[src/rtl/rate_meter_pkg.sv]
// -----------------------------------------------------------------------------
// rate_meter_pkg
//   Shared definitions for the multi-channel gated edge-rate meter.
//   - state_e   : gate FSM state (IDLE, GATE)
//   - sel_width : width of the readout channel select, never less than 1 bit
// -----------------------------------------------------------------------------
package rate_meter_pkg;

  typedef enum logic {
    IDLE = 1'b0,
    GATE = 1'b1
  } state_e;

  // $clog2(1) is 0, which would give a zero-width select port.
  function automatic int sel_width(input int n);
    return (n > 1) ? $clog2(n) : 1;
  endfunction

endpackage

[src/rtl/rate_meter_ch.sv]
// -----------------------------------------------------------------------------
// rate_meter_ch
//   One channel of the rate meter: NUM_SYNC-flop synchroniser, registered
//   rising-edge detect and a saturating edge counter with an overflow bit.
//
// Ports
//   clk, rst_n : system clock, asynchronous active-low reset
//   sig_in     : asynchronous input signal
//   count_en   : high while the gate window is open
//   restart    : last cycle of a window; running state restarts from zero
//   clr        : abort; running state restarts from zero
//   cnt_fin    : running count including a pulse on the current cycle
//   ovf_fin    : running overflow including a pulse on the current cycle
// -----------------------------------------------------------------------------
module rate_meter_ch #(
  parameter int WIDTH    = 32,
  parameter int NUM_SYNC = 3
) (
  input  logic             clk,
  input  logic             rst_n,
  input  logic             sig_in,
  input  logic             count_en,
  input  logic             restart,
  input  logic             clr,
  output logic [WIDTH-1:0] cnt_fin,
  output logic             ovf_fin
);

  logic [NUM_SYNC-1:0] sync_q, sync_d;
  logic                prev_q, prev_d;
  logic [WIDTH-1:0]    cnt_q, cnt_d;
  logic                ovf_q, ovf_d;
  logic                pulse;

  // Synchroniser shift chain; bit 0 is the first flop after the pin.
  assign sync_d = {sync_q[NUM_SYNC-2:0], sig_in};
  assign prev_d = sync_q[NUM_SYNC-1];

  // Pulse is valid in the cycle the synchronised level first reads high, so
  // the count register reflects an input edge NUM_SYNC+1 cycles later.
  assign pulse = sync_q[NUM_SYNC-1] & ~prev_q;

  always_comb begin
    cnt_fin = cnt_q;
    ovf_fin = ovf_q;
    if (count_en && pulse) begin
      if (&cnt_q) begin
        ovf_fin = 1'b1;               // hold at all-ones, flag the lost edge
      end else begin
        cnt_fin = cnt_q + WIDTH'(1);
      end
    end
  end

  // The top latches cnt_fin on the last window cycle, so the running state
  // can restart from zero on the same edge without losing that pulse.
  always_comb begin
    cnt_d = cnt_fin;
    ovf_d = ovf_fin;
    if (clr || restart) begin
      cnt_d = '0;
      ovf_d = 1'b0;
    end
  end

  always_ff @(posedge clk or negedge rst_n) begin
    if (!rst_n) begin
      sync_q <= '0;
      prev_q <= 1'b0;
      cnt_q  <= '0;
      ovf_q  <= 1'b0;
    end else begin
      sync_q <= sync_d;
      prev_q <= prev_d;
      cnt_q  <= cnt_d;
      ovf_q  <= ovf_d;
    end
  end

endmodule

[src/rtl/rate_meter_multi.sv]
// -----------------------------------------------------------------------------
// rate_meter_multi
//   Multi-channel gated edge-rate meter. Each channel counts rising edges of a
//   slow asynchronous input over a programmable gate window; all channels are
//   latched together at the end of the window.
//
// Ports
//   clk, rst_n : system clock, asynchronous active-low reset
//   sig_in     : NUM_CH asynchronous inputs
//   gate_len   : window length in clk cycles (0 behaves as 1)
//   mode       : 0 = continuous, 1 = single-shot
//   start      : single-shot trigger (ignored while a window is open)
//   clear      : abort: zero counts, results and overflow, go idle
//   busy       : high while a gate window is open
//   valid      : one-cycle pulse when new results are latched
//   ovf        : per-channel saturation flag of the latched window
//   q_all      : latched counts, channel 0 in the LSBs
//   rd_sel     : readout channel select
//   rd_data    : q_all slice for rd_sel, one cycle later (0 if out of range)
// -----------------------------------------------------------------------------
module rate_meter_multi
  import rate_meter_pkg::*;
#(
  parameter  int NUM_CH   = 4,
  parameter  int WIDTH    = 32,
  parameter  int GATE_W   = 32,
  parameter  int NUM_SYNC = 3,
  localparam int SEL_W    = sel_width(NUM_CH)
) (
  input  logic                    clk,
  input  logic                    rst_n,
  input  logic [NUM_CH-1:0]       sig_in,
  input  logic [GATE_W-1:0]       gate_len,
  input  logic                    mode,
  input  logic                    start,
  input  logic                    clear,
  output logic                    busy,
  output logic                    valid,
  output logic [NUM_CH-1:0]       ovf,
  output logic [NUM_CH*WIDTH-1:0] q_all,
  input  logic [SEL_W-1:0]        rd_sel,
  output logic [WIDTH-1:0]        rd_data
);

  state_e                  state_q, state_d;
  logic [GATE_W-1:0]       gate_cnt_q, gate_cnt_d;
  logic [GATE_W-1:0]       len_m1_q, len_m1_d;   // shadowed window length - 1
  logic                    valid_q, valid_d;
  logic [NUM_CH-1:0]       ovf_q, ovf_d;
  logic [NUM_CH*WIDTH-1:0] q_all_q, q_all_d;
  logic [WIDTH-1:0]        rd_data_q, rd_data_d;

  logic [GATE_W-1:0]       len_m1_in;
  logic                    count_en;
  logic                    win_end;
  logic [WIDTH-1:0]        cnt_fin [NUM_CH];
  logic [NUM_CH-1:0]       ovf_fin;

  // ---------------------------------------------------------------------------
  // Channels
  // ---------------------------------------------------------------------------
  assign count_en = (state_q == GATE);

  for (genvar gi = 0; gi < NUM_CH; gi++) begin : g_ch
    rate_meter_ch #(
      .WIDTH    (WIDTH),
      .NUM_SYNC (NUM_SYNC)
    ) u_ch (
      .clk      (clk),
      .rst_n    (rst_n),
      .sig_in   (sig_in[gi]),
      .count_en (count_en),
      .restart  (win_end),
      .clr      (clear),
      .cnt_fin  (cnt_fin[gi]),
      .ovf_fin  (ovf_fin[gi])
    );
  end

  // ---------------------------------------------------------------------------
  // Gate FSM and result latch
  // ---------------------------------------------------------------------------
  // A zero length is folded into a one-cycle window.
  assign len_m1_in = (gate_len == '0) ? '0 : gate_len - GATE_W'(1);

  always_comb begin
    state_d    = state_q;
    gate_cnt_d = gate_cnt_q;
    len_m1_d   = len_m1_q;
    valid_d    = 1'b0;
    ovf_d      = ovf_q;
    q_all_d    = q_all_q;
    win_end    = 1'b0;

    if (clear) begin
      state_d    = IDLE;
      gate_cnt_d = '0;
      ovf_d      = '0;
      q_all_d    = '0;
    end else begin
      unique case (state_q)
        IDLE: begin
          if (!mode || start) begin
            state_d    = GATE;
            gate_cnt_d = '0;
            len_m1_d   = len_m1_in;
          end
        end
        GATE: begin
          if (gate_cnt_q == len_m1_q) begin
            // Last window cycle: cnt_fin already includes this cycle's pulse.
            win_end = 1'b1;
            valid_d = 1'b1;
            ovf_d   = ovf_fin;
            for (int i = 0; i < NUM_CH; i++) begin
              q_all_d[i*WIDTH +: WIDTH] = cnt_fin[i];
            end
            if (!mode) begin
              // Back-to-back window, no dead cycle; pick up a new length.
              gate_cnt_d = '0;
              len_m1_d   = len_m1_in;
            end else begin
              state_d = IDLE;
            end
          end else begin
            gate_cnt_d = gate_cnt_q + GATE_W'(1);
          end
        end
        default: state_d = IDLE;
      endcase
    end
  end

  // ---------------------------------------------------------------------------
  // Readout mux (reads the latched results, hence one cycle behind q_all)
  // ---------------------------------------------------------------------------
  always_comb begin
    rd_data_d = '0;
    for (int i = 0; i < NUM_CH; i++) begin
      if (rd_sel == SEL_W'(i)) begin
        rd_data_d = q_all_q[i*WIDTH +: WIDTH];
      end
    end
  end

  always_ff @(posedge clk or negedge rst_n) begin
    if (!rst_n) begin
      state_q    <= IDLE;
      gate_cnt_q <= '0;
      len_m1_q   <= '0;
      valid_q    <= 1'b0;
      ovf_q      <= '0;
      q_all_q    <= '0;
      rd_data_q  <= '0;
    end else begin
      state_q    <= state_d;
      gate_cnt_q <= gate_cnt_d;
      len_m1_q   <= len_m1_d;
      valid_q    <= valid_d;
      ovf_q      <= ovf_d;
      q_all_q    <= q_all_d;
      rd_data_q  <= rd_data_d;
    end
  end

  assign busy    = (state_q == GATE);
  assign valid   = valid_q;
  assign ovf     = ovf_q;
  assign q_all   = q_all_q;
  assign rd_data = rd_data_q;

endmodule

[config.mk]
export PLATFORM = sky130hd
export DESIGN_NAME = rate_meter_multi
export DESIGN_NICKNAME = d
export VERILOG_FILES = /design/src/rtl/rate_meter_pkg.sv /design/src/rtl/rate_meter_ch.sv /design/src/rtl/rate_meter_multi.sv
export SDC_FILE = /design/constraint.sdc
export NUM_CORES = 1
export LEC_CHECK = 0
export ABC_AREA = 1
export CORE_MARGIN = 2
export CORE_UTILIZATION = 40
export DETAILED_ROUTE_END_ITERATION = 10
export PLACE_DENSITY = 0.69
export SYNTH_ARGS = -nofsm -noshare
export SYNTH_HDL_FRONTEND = slang
export SYNTH_HIERARCHICAL = 1
export SYNTH_SLANG_ARGS = --single-unit
[constraint.sdc]
create_clock -name clk -period 2.79 [get_ports clk]
set_input_delay 0.558 -clock clk [delete_from_list [all_inputs] [get_ports clk]]
set_output_delay 0.558 -clock clk [all_outputs]
set_load 0.05 [all_outputs]
Yosys cells after proc, flatten, opt, wreduce, memory -nomap -nowiden
Cells that the tools add are included.

word-level totals
  register bits = 378
  output and inout bits = 166

cells by class
  $add $sub $neg = 6
  equal/unequal tests = 9
  multiplexer cells = 52
  bitwise operators = 10
  reduce and logical (&&, ||, !) cells = 18

operators with widths
  cell                                                    number
  two-way mux 32 bit                                      24
  two-way mux 128 bit                                     3
  adder 32 x 1 -> 32 bit (second input constant)          5
  one-hot mux 32 bit (2 select lines)                     2
  AND reduction 32 bit                                    4
  equality test 32 bit                                    1
  zero test 32 bit                                        1
  subtractor 32 x 1 -> 32 bit (second input constant)     1
  two-way mux 1 bit                                       19
  two-way mux 4 bit                                       3
  NOT 1 bit                                               6
  bitwise AND 1 bit                                       4
  equality test 2 bit (second input constant)             2
  logical AND 1 bit                                       4
  inequality test 2 bit (second input constant)           2
  inequality test 4 bit (second input constant)           1
  AND reduction 2 bit                                     2
  AND reduction 4 bit                                     1
  nonzero test 2 bit                                      2
  inequality test 3 bit (second input constant)           1
  equality test 2 x 1 -> 1 bit (second input constant)    1
  zero test 2 bit                                         1
  logical OR 1 bit                                        2
  inequality test 2 x 1 -> 1 bit (second input constant)  1
  2 further kinds                                         2

Depth between registers and ports, before layout
  word-level depth = 7
  depth in mapped cells = 14

Hierarchy
The synthesis kept the hierarchy.

modules (own cells, without submodules)
  module                            instances  cells an instance  area an instance (µm²)  seq. area each (µm²)
  rate_meter_multi                  1          1639               12258.0                 5755.5
  rate_meter_ch (g_ch[0].u_ch ...)  3          417                2753.9                  925.9
  rate_meter_ch (g_ch[1].u_ch)      1          430                2796.4                  925.9

Worst setup path before layout
No wires, ideal clock.

  path kind = register -> register
  start point = register state_q (netlist: busy)
  end point = register g_ch[1].u_ch.cnt_q[29]
  arrival time = 2.409 ns
  slack = 0.239 ns
  stages on the path, launching flop included = 9
  path buffers = 4
  path through = dfrtp_1 > clkbuf_1 > nand3_1 > clkbuf_1 > nor2_1 > or2_2 > buf_1 > clkbuf_1 > nor2_1

between the ends
  cells in the longest elaborated chain, start to end = 4

ends and longest elaborated chain
  element                          RTL line                 source
  start: declaration               rate_meter_multi.sv:45   state_e state_q, state_d;
  start signal: assignment         rate_meter_multi.sv:156  state_q <= state_d;
  two-way mux 1 bit (2 in series)  --
  net valid_d                      rate_meter_multi.sv:48   logic valid_q, valid_d;
  logical OR 1 bit                 rate_meter_ch.sv:60      if (clr || restart) begin
  two-way mux 32 bit               rate_meter_ch.sv:60
  net g_ch[1].u_ch.cnt_d[29]       rate_meter_ch.sv:31      logic [WIDTH-1:0] cnt_q, cnt_d;
  end signal: assignment           rate_meter_ch.sv:75      cnt_q <= cnt_d;
  end: declaration                 rate_meter_ch.sv:31

The timed path passes the listed nets, and every way through them passes these cells.
A chain may end at the register's enable or synchronous reset.

Worst setup path after layout
  start point = register gate_cnt_q[29]
  end point = register g_ch[1].u_ch.cnt_q[11]

between the ends
  cells in the longest elaborated chain, start to end = 6

ends and longest elaborated chain
  element                          RTL line                 source
  start: declaration               rate_meter_multi.sv:46   logic [GATE_W-1:0] gate_cnt_q, gate_cnt_d;
  start signal: assignment         rate_meter_multi.sv:157  gate_cnt_q <= gate_cnt_d;
  equality test 32 bit             rate_meter_multi.sv:110  if (gate_cnt_q == len_m1_q) begin
  two-way mux 1 bit (3 in series)  --
  net valid_d                      rate_meter_multi.sv:48
  logical OR 1 bit                 rate_meter_ch.sv:60
  two-way mux 32 bit               rate_meter_ch.sv:60
  net g_ch[1].u_ch.cnt_d[11]       rate_meter_ch.sv:31

The timed path passes the listed nets, and every way through them passes these cells.

==> metrics.txt <==
share of layout cells above drive strength 1=0.119; Top delay family on crit path=simple AND/OR/NAND/NOR gates; Critical path origin=gate_cnt_q[29]; post_cts resized=0; Final Hold Vio Count=0; vias per cell=5.08; synth-to-layout area growth=19.1%; Starting Density=0.404; Crit Reg-Reg Endpoint=g_ch[1].u_ch/cnt_q[11]; Post-synth ARST share=1.00; WHS Path Cells=0; antenna violations before repair=1; syn nets=3,369; Core Box Area=57,700 sq um; EDFF count, synth=0; status=finished, final reports clean; CP bufs+invs=0; hold buffers post-CTS=1; Clock power frac=0.467; CP Depth=9; clk slew on worst S/H paths=around 0.060 ns; FMAX=0.394 GHz; Period minus WS final=2.54 ns; Worst Setup End Kind=register; HPWL after detailed placement=between 50,000 and 60,000 um; chip width=245 um; DRT Pass-1 Iters=5; power per cell area=455 nW/um^2; Tot Pwr=~0.013 W; Clock Sinks=378; Hold Crit Class=register to register; Post-Syn Area=23,300 sq um; vias in the first global route=roughly 20,000; CTS tree=yes; clock skew=around 0.026 ns; wire length per cell=about 17 um; # DRC=0; Slew @ Worst Pin=0.862 ns; dpl cell area=26,300 sq um; RSZ-0062 raised after global routing=no; P_int=0.00945 W; Comb power frac=0.079; Final Cell Area=27,800 sq um; multi-input logic area=11,700 sq um; FF/Latch Area=9460 sq um; largest net degree at the start of global routing=approximately 130; Max stage delay on crit path=0.72 ns; PortBufs=208; dpl cells=approximately 4,200; DRT iter0 DRCs=approximately 1,700; Num CTS Buffers=42; Synth cell types=32; final hold slack=0.347 ns; ANT nets after route=0; nets=~3,500; critical path type=register to register; Root Driver=clkbuf_16; top-count cell post-synth=nand2_1; P_leak=13.7 nW; Synth Instances=around 3,300; Final Slew Violations=0; dominant synthesized flop cell=dfrtp_1; worst rel slew slack=0.426; startpoint types=register; total congestion overflow=0; ANT cells=0; Synth Warn #=6; R2R cell count=9; cell taking the most area after synthesis=dfrtp_1; Sw Share=0.252; num ports=approximately 210; critical path's slowest cell=or2_2; Seq cells post-synth=378; Seq/Total Area, Yosys=0.406; # rows=roughly 90; CP Cell Sequence=xnor2_1 -> nand2_1 -> nor2_1 -> nand2_1 -> nor2_2 -> nand3_4 -> nor2_1 -> or2_2 -> nor2_1; Finished Layout Cells=4,288; gpl congestion=roughly 0.95; setup bufs post-CTS=0; clk_lat worst skew=0.59 ns; H-tree Lvls=2; net switching power=0.00319 W; first-pass GRT wire length=approximately 110,000 um; total global-route track usage=0.240; Total Wirelength=72,300 um; R2R setup slack=between 0.2 and 0.25 ns; die area=60,200 sq um; Filler cells=5,715; # setup viols final=0; Max Cap Viol=0; R2R Path Start=gate_cnt_q[29]; crit path capture=g_ch[1].u_ch/cnt_q[11]; DIE HEIGHT=245 um; maximum VDD drop=about 0.43 mV; Synth area leaders=dfrtp_1 41%, nand2_1 18%, nand3_1 9.1%, nor2_1 6.0%, inv_1 5.8%; Final period util=0.910; Flop pwr share=0.454; crit path max fanout=33; syn_area_per_cell=7.02 sq um; Worst EP arrival=around 3.0 ns; Post-synth top cells=1,099 x nand2_1, 423 x nand3_1, 378 x dfrtp_1; sum of negative setup slack=0 ns; worst endpoint required time=3.20 ns; Yosys top cell area share=0.406; routed via count=21,800; CP dominant cell by count=nor2_1; Clock Path Buffers=3
==> cell usage in the layout (no fill, tap or decap), drive strengths merged, types with 8 or more instances in the layout <==
| master | Yosys | layout |
|---|---|---|
| inv | 375 | 377 |
| nand4 | 94 | 94 |
| clkbuf | 75 | 58 |
| xnor2 | 47 | 47 |
| o21ai | 8 | 8 |
| a221oi | 10 | 10 |
| xor2 | 32 | 32 |
| clkdlybuf4s50 | 0 | 206 |
| buf | 71 | 66 |
| dfrtp | 378 | 378 |
| nand3 | 513 | 513 |
| nor2 | 473 | 473 |
| a21oi | 49 | 49 |
| nor3 | 14 | 14 |
| nand2 | 1158 | 1158 |
==> registers in the layout, summed over array words and instances (netlist names) <==
name,flops
g_ch.u_ch/cnt_q,128
q_all,128
gate_cnt_q,32
len_m1_q,32
rd_data,32
g_ch.u_ch/sync_q,12
g_ch.u_ch/ovf_q,4
g_ch.u_ch/prev_q,4
ovf,4
busy,1
valid,1
==> layer usage <==
layer,up-vias,part of all wire,track usage
met5,-,0,0
met4,0,0.036,0.0893
met3,127,0.070,0.0366
met2,715,0.47,0.394
met1,10200,0.42,0.319
li1,10800,-,-
==> layout make-up <==
| type | instances | share of cell area |
|---|---|---|
| clock buffers | 58 | 0.0433 |
| clock inverters | 18 | 0.00928 |
| inverters | 375 | 0.0510 |
| multi-input cells | 2421 | 0.421 |
| flip-flops and latches | 378 | 0.341 |
| well taps | 765 | 0.0345 |
| repair buffers | 273 | 0.0999 |
==> kinds of logic after synthesis <==
logic type,synth area share
xor+xnor,0.0297
fa+ha+maj,0.00322
compound gates,0.0166
flops,0.406
buf+inv,0.0935
simple gates,0.451
==> power groups by stage <==
stage	sequential, W	combinational [W]	clock (W)
finish	0.00574	0.000993	0.00590
global placement	0.00583	0.000994	0
global route	0.00575	0.00112	0.00624
detailed placement	0.00584	0.000998	0
CTS	0.00574	0.00100	0.00601
floorplan	0.00582	0.000556	0
==> through the flow <==
step / utilization / setup slack, ns
after floorplan: - / 0.239
after global placement: 0.456 / 0.311
after detailed placement: 0.456 / 0.250
after CTS: 0.481 / 0.209
after global routing: 0.481 / 0.0427
final: 0.481 / 0.250
==> worst min-delay path by stage <==
stage,start,endpoint,slack (ns)
floorplan,rst_n,busy,0.26
global placement,g_ch[1].u_ch/sync_q[0],g_ch[1].u_ch/sync_q[1],0.33
detailed placement,g_ch[1].u_ch/sync_q[0],g_ch[1].u_ch/sync_q[1],0.34
CTS,g_ch[1].u_ch/sync_q[0],g_ch[1].u_ch/sync_q[1],0.35
global route,g_ch[3].u_ch/sync_q[0],g_ch[3].u_ch/sync_q[1],0.36
finish,g_ch[0].u_ch/sync_q[1],g_ch[0].u_ch/sync_q[2],0.35
No activity file was read; power rests on OpenSTA's default activity.
